## src/rtl/rv32_wb_pkg.sv

```systemverilog
// Shared types and constants for the RV32I register write-back path.
package rv32_wb_pkg;

  localparam int WB_DATA_W = 32;
  localparam int WB_SEL_W  = 5;

  typedef enum logic [1:0] {
    WB_ALU  = 2'd0,
    WB_LOAD = 2'd1,
    WB_LINK = 2'd2,
    WB_RSVD = 2'd3
  } wb_kind_t;

  localparam logic [2:0] F3_LB  = 3'd0;
  localparam logic [2:0] F3_LH  = 3'd1;
  localparam logic [2:0] F3_LW  = 3'd2;
  localparam logic [2:0] F3_LBU = 3'd4;
  localparam logic [2:0] F3_LHU = 3'd5;

  typedef struct packed {
    logic [WB_DATA_W-1:0] data;
    logic [WB_SEL_W-1:0]  dst;
  } wb_entry_t;

endpackage

```

## src/rtl/wb_load_align.sv

```systemverilog
// Load data formatter: selects the addressed byte/halfword of a memory word and extends it.
module wb_load_align
  import rv32_wb_pkg::*;
(
  input  logic [2:0]           funct3,
  input  logic [1:0]           off,
  input  logic [WB_DATA_W-1:0] word,
  output logic [WB_DATA_W-1:0] result
);

  logic [WB_DATA_W-1:0] byte_shift;
  logic [WB_DATA_W-1:0] half_shift;

  assign byte_shift = word >> {off, 3'b000};
  assign half_shift = word >> {off[1], 4'b0000};

  // NOTE: result is assigned on every path (default arm included), so no latch is inferred.
  always_comb begin
    case (funct3)
      F3_LB:   result = {{24{byte_shift[7]}}, byte_shift[7:0]};
      F3_LBU:  result = {24'b0, byte_shift[7:0]};
      F3_LH:   result = {{16{half_shift[15]}}, half_shift[15:0]};
      F3_LHU:  result = {16'b0, half_shift[15:0]};
      F3_LW:   result = word;
      default: result = word;
    endcase
  end

endmodule

```

## src/rtl/reg_writeback_unit.sv

```systemverilog
// Register-file write driver: formats results, queues them, issues one write per cycle, tracks busy regs.
// Optional WB_BYPASS_EN adds two combinational forwarding ports fed from the queued writes.
module reg_writeback_unit
  import rv32_wb_pkg::*;
#(
  parameter int DATA_WIDTH  = 32,
  parameter int SELECT_SIZE = 5,
  parameter int DEPTH       = 2
) (
  input  logic                   clk_i,
  input  logic                   reset_ni,
  input  logic                   res_valid_i,
  output logic                   res_ready_o,
  input  logic [1:0]             res_kind_i,
  input  logic [2:0]             res_funct3_i,
  input  logic [1:0]             res_byte_off_i,
  input  logic [DATA_WIDTH-1:0]  res_data_i,
  input  logic [SELECT_SIZE-1:0] res_dst_i,
  input  logic                   flush_i,
  output logic                   reg_we_no,
  output logic [DATA_WIDTH-1:0]  reg_data_o,
  output logic [SELECT_SIZE-1:0] reg_dst_o,
  output logic [31:0]            busy_o
`ifdef WB_BYPASS_EN
  ,
  input  logic [SELECT_SIZE-1:0] byp_srcA_i,
  input  logic [SELECT_SIZE-1:0] byp_srcB_i,
  output logic                   byp_hitA_o,
  output logic                   byp_hitB_o,
  output logic [DATA_WIDTH-1:0]  byp_dataA_o,
  output logic [DATA_WIDTH-1:0]  byp_dataB_o
`endif
);

  localparam int PTR_W = $clog2(DEPTH);
  localparam int CNT_W = PTR_W + 1;

  wb_kind_t              res_kind;
  wb_entry_t             fifo_q [DEPTH];
  wb_entry_t             enq_entry;
  logic [PTR_W-1:0]      wr_ptr_q;
  logic [PTR_W-1:0]      rd_ptr_q;
  logic [CNT_W-1:0]      count_q;
  logic [DATA_WIDTH-1:0] load_word;
  logic [DEPTH-1:0]      entry_live;
  logic                  accept;
  logic                  push;
  logic                  pop;

  assign res_kind    = wb_kind_t'(res_kind_i);
  assign res_ready_o = reset_ni && (count_q < CNT_W'(DEPTH));
  assign accept      = res_valid_i && res_ready_o;
  // x0 and reserved results complete the handshake but never reach the register file
  assign push        = accept && !flush_i && (res_dst_i != '0) && (res_kind != WB_RSVD);
  assign pop         = (count_q != '0) && !flush_i;

  wb_load_align u_load_align (
    .funct3 (res_funct3_i),
    .off    (res_byte_off_i),
    .word   (res_data_i),
    .result (load_word)
  );

  assign enq_entry.data = (res_kind == WB_LOAD) ? load_word : res_data_i;
  assign enq_entry.dst  = res_dst_i;

  // NOTE: state registers use non-blocking assignments so every flop samples pre-edge values.
  always_ff @(posedge clk_i or negedge reset_ni) begin
    if (!reset_ni) begin
      wr_ptr_q   <= '0;
      rd_ptr_q   <= '0;
      count_q    <= '0;
      reg_we_no  <= 1'b1;
      reg_data_o <= '0;
      reg_dst_o  <= '0;
    end else if (flush_i) begin
      // the write already on the output stage committed at the preceding negedge
      rd_ptr_q  <= wr_ptr_q;
      count_q   <= '0;
      reg_we_no <= 1'b1;
    end else begin
      if (push) wr_ptr_q <= wr_ptr_q + PTR_W'(1);
      if (pop)  rd_ptr_q <= rd_ptr_q + PTR_W'(1);
      count_q   <= count_q + CNT_W'(push) - CNT_W'(pop);
      reg_we_no <= !pop;
      if (pop) begin
        reg_data_o <= fifo_q[rd_ptr_q].data;
        reg_dst_o  <= fifo_q[rd_ptr_q].dst;
      end
    end
  end

  // NOTE: no reset on the storage array; count and pointers alone decide which entries are live.
  always_ff @(posedge clk_i) begin
    if (push) fifo_q[wr_ptr_q] <= enq_entry;
  end

  always_comb begin
    entry_live = '0;
    for (int i = 0; i < DEPTH; i++)
      entry_live[i] = CNT_W'(PTR_W'(i) - rd_ptr_q) < count_q;
  end

  always_comb begin
    busy_o = '0;
    if (!reg_we_no) busy_o[reg_dst_o] = 1'b1;
    for (int i = 0; i < DEPTH; i++)
      if (entry_live[i]) busy_o[fifo_q[i].dst] = 1'b1;
  end

`ifdef WB_BYPASS_EN
  // Scans oldest (output stage) to youngest (FIFO tail) so the youngest match is kept.
  function automatic logic [DATA_WIDTH:0] byp_lookup(input logic [SELECT_SIZE-1:0] src);
    logic [DATA_WIDTH:0] r;
    logic [PTR_W-1:0]    idx;
    r   = '0;
    idx = '0;
    if (src != '0) begin
      if (!reg_we_no && reg_dst_o == src) r = {1'b1, reg_data_o};
      for (int k = 0; k < DEPTH; k++) begin
        idx = rd_ptr_q + PTR_W'(k);
        if (entry_live[idx] && fifo_q[idx].dst == src) r = {1'b1, fifo_q[idx].data};
      end
    end
    return r;
  endfunction

  always_comb begin
    {byp_hitA_o, byp_dataA_o} = byp_lookup(byp_srcA_i);
    {byp_hitB_o, byp_dataB_o} = byp_lookup(byp_srcB_i);
  end
`endif

endmodule
```

## config.mk

```make
export PLATFORM = sky130hd
export DESIGN_NAME = reg_writeback_unit
export DESIGN_NICKNAME = d
export VERILOG_FILES = /design/src/rtl/rv32_wb_pkg.sv /design/src/rtl/wb_load_align.sv /design/src/rtl/reg_writeback_unit.sv
export SDC_FILE = /design/constraint.sdc
export NUM_CORES = 1
export LEC_CHECK = 0
export ABC_AREA = 1
export CAP_MARGIN = 15
export CELL_PAD_IN_SITES_DETAIL_PLACEMENT = 2
export CELL_PAD_IN_SITES_GLOBAL_PLACEMENT = 2
export CORE_UTILIZATION = 37
export DETAILED_ROUTE_END_ITERATION = 7
export DONT_BUFFER_PORTS = 1
export PLACE_DENSITY_LB_ADDON = 0.1
export SYNTH_ARGS = -nofsm -noshare
export SYNTH_HDL_FRONTEND = slang
export SYNTH_HIERARCHICAL = 1
export SYNTH_SLANG_ARGS = --single-unit
```

## constraint.sdc

```tcl
create_clock -name clk_i -period 3.86 [get_ports clk_i]
set_input_delay 0.772 -clock clk_i [delete_from_list [all_inputs] [get_ports clk_i]]
set_output_delay 0.772 -clock clk_i [all_outputs]
set_load 0.01 [all_outputs]
```

==> run metrics <==
Crit-path slowest cell=a21oi_4; Seq pwr share=40.1%; most frequent cells in the layout=nand2_1, nor2_1, nand3_1; Leakage=3.10 nW; crit-path max FO=32; syn avg cell area=8.10 um2; GR Util All Layers=25.2%; flops & latches, synth=116; vias in the first global route=6021; First-pass DRT Iterations=4; setup slack at placement=1.25 ns; Core Util, Final=42.0%; TNS Setup=0 ns; GPL Wtd Cong=1.01; relative slew slack=26.3%; minimum clock period=3.07 ns; Port Buffer Count=0; CP startpoint kind=flop; antenna violations before repair=0; slowest stage delay, CP=0.69 ns; Post-Route WL=21.9 mm; worst path required time=3.09 ns; Slew Viols, Final=0; Area Overhead vs Synth=10.5%; die height=136 um; Post-Synthesis Cell Area=0.00660 mm2; Async SR Flop Fraction=36.2%; final global-route overflow total=0; Core ar.=0.0174 mm2; Yosys cell types=33; CTS tree=built; Die X=136 um; Seq/Total Area, Yosys=49.6%; Mapped Nets=865; switching fraction of total power=38.1%; RSZ-0062 raised after global routing=no; post-CTS resize count=0; placement row count=48; # DRC=0; Avg WL per Cell=21.1 um; vias post-DR=5608; Worst Clk Skew=0.0158 ns; EDFF count, synth=74; antenna fix cells=0; Final Hold Viols=0; WS Path Type=flop to output port; FILL cells=1996; pwr/cell area=663 mW/mm2; status=completed; CTS Hold Bufs=0; synth warn=6; Slew @ Worst Pin=1.10 ns; CTS root buf=clkbuf_16; share of layout cells above drive strength 1=11.1%; synthesized netlist cell count=814; Top Ports=119; Max Clk Rate=0.326 GHz; Setup Fix Bufs, Post-CTS=0; DRT antenna net count=0; Sw Pwr=0.00184 W; maximum VDD drop=0.366 mV; Post-layout nets=851; power share of the clock group=31.7%; clock sinks=116; first-pass GRT wire length=34.6 mm; Initial Utilization=38.0%; crit end category=output port; Buf/Inv on CP=0; max cap viols=0; H-tree levels=4; setup violators final=0; arrival time at the worst endpoint=2.30 ns; Internal Power=0.00299 W; die area=0.0184 mm2; largest net degree at the start of global routing=57; Top FF cell, synth=edfxtp_1; period utilization=79.6%; Comb power frac=28.2%; worst hold path type=primary input to asynchronous set/reset pin; CTS clk-pin slew, worst paths=0.06 ns; family with the most delay on the worst path=compound AO/OA/AOI/OAI gates; CTS Buf Count=17; CP cell instances=ha_1, a21oi_4, nand2_1, nand3_1; clk_lat worst skew=0.42 ns; post-DP HPWL=15.9 mm; commonest non-fill, non-tap cell in the layout=nand2_1; Setup WS post-layout=0.789 ns; vias per inst=5.40; Clock Tree Buf Depth=2; initial detailed-routing violation count=228
==> stage by stage <==
step / hold slack (ns) / power [W] / instance area, um2 / instances
floorplan: 0.464 / 0.00298 / 6600 / 814
detailed placement: 0.481 / 0.00332 / 6710 / 1006
global placement: 0.480 / 0.00322 / 6710 / 1006
finish: 0.0530 / 0.00483 / 7290 / 1038
global route: 0.0367 / 0.00510 / 7290 / 1038
CTS: 0.0382 / 0.00489 / 7290 / 1038
==> kinds of logic (layout without fill, tap and decap cells) <==
family                     after synthesis  in the layout  synth area share, %
and+or+nand+nor                        521            521                 35.1
AOI/OAI and AO/OA                       84             84                 8.02
xor gates and xnor gates                 2              2                0.266
adders and majority gates                3              3                0.569
buffers and inverters                   88             87                 6.39
DFF                                    116            116                 49.6
==> layer usage <==
metal,wire length (um),vias up,global-route usage [%],share of wire (%)
li1,-,2676,-,-
met1,9880,2777,32.7,45
met2,10600,134,42.0,49
met3,1140,21,5.72,5.2
met4,267,0,6.99,1.2
met5,0,-,0,0
==> worst paths after layout <==
path                                       to  slack [ns]  cells after the start       start
min in group clk_i                 count_q[0]        0.44                      1     flush_i
worst min register to register       wr_ptr_q        0.54                      2    wr_ptr_q
worst min-delay path            reg_data_o[7]        0.05                      0    reset_ni
worst max-delay path               busy_o[31]        0.79                      4    rd_ptr_q
max in group asynchronous           reg_we_no        3.63                      0    reset_ni
worst max register to register  fifo_q[1][15]        1.69                      6  count_q[1]
==> cells in the mapped netlist, types with 10 or more instances <==
library cell | instances | area, um2
dfrtp_1 | 41 | 1030
inv_2 | 10 | 37.5
nand2_1 | 239 | 897
o21ai_0 | 36 | 180
edfxtp_1 | 74 | 2220
o21a_1 | 32 | 240
nor2_1 | 121 | 454
clkbuf_1 | 11 | 41.3
nor3_1 | 11 | 55.1
buf_2 | 15 | 75.1
nand3_2 | 20 | 200
inv_1 | 38 | 143
nand3_1 | 109 | 546
==> state kept, by name, summed over array words and instances, names as in the netlist <==
register    cells
reg_we_no       1
fifo_q         74
rd_ptr_q        1
reg_dst_o       5
count_q         2
wr_ptr_q        1
reg_data_o     32
==> final cells by class <==
type | instances | area [um2] | share of cell area (%)
well taps | 225 | 282 | 3.86
clock buffers | 17 | 425 | 5.84
repair buffers | 6 | 57.6 | 0.790
multi-input cells | 610 | 2910 | 39.9
clock inverters | 15 | 158 | 2.16
flip-flops and latches | 116 | 3270 | 44.9
inverters | 49 | 185 | 2.54
==> power groups by stage <==
stage / Sequential (W) / Clock [W] / Combinational [W]
floorplan: 0.00187 / 0 / 0.00111
global placement: 0.00195 / 0 / 0.00127
detailed placement: 0.00196 / 0 / 0.00136
CTS: 0.00194 / 0.00156 / 0.00139
global route: 0.00197 / 0.00160 / 0.00153
finish: 0.00194 / 0.00153 / 0.00136
==> worst reg2reg max path: stages, from the launching register on <==
cell and delay, ns:
dfrtp_1 0.42, inv_2 0.13, nand2_1 0.09, nor2_1 0.17, nand2_1 0.15, nor2_4 0.49, buf_4 0.41
Note: power is estimated with default switching activity, not from simulation.
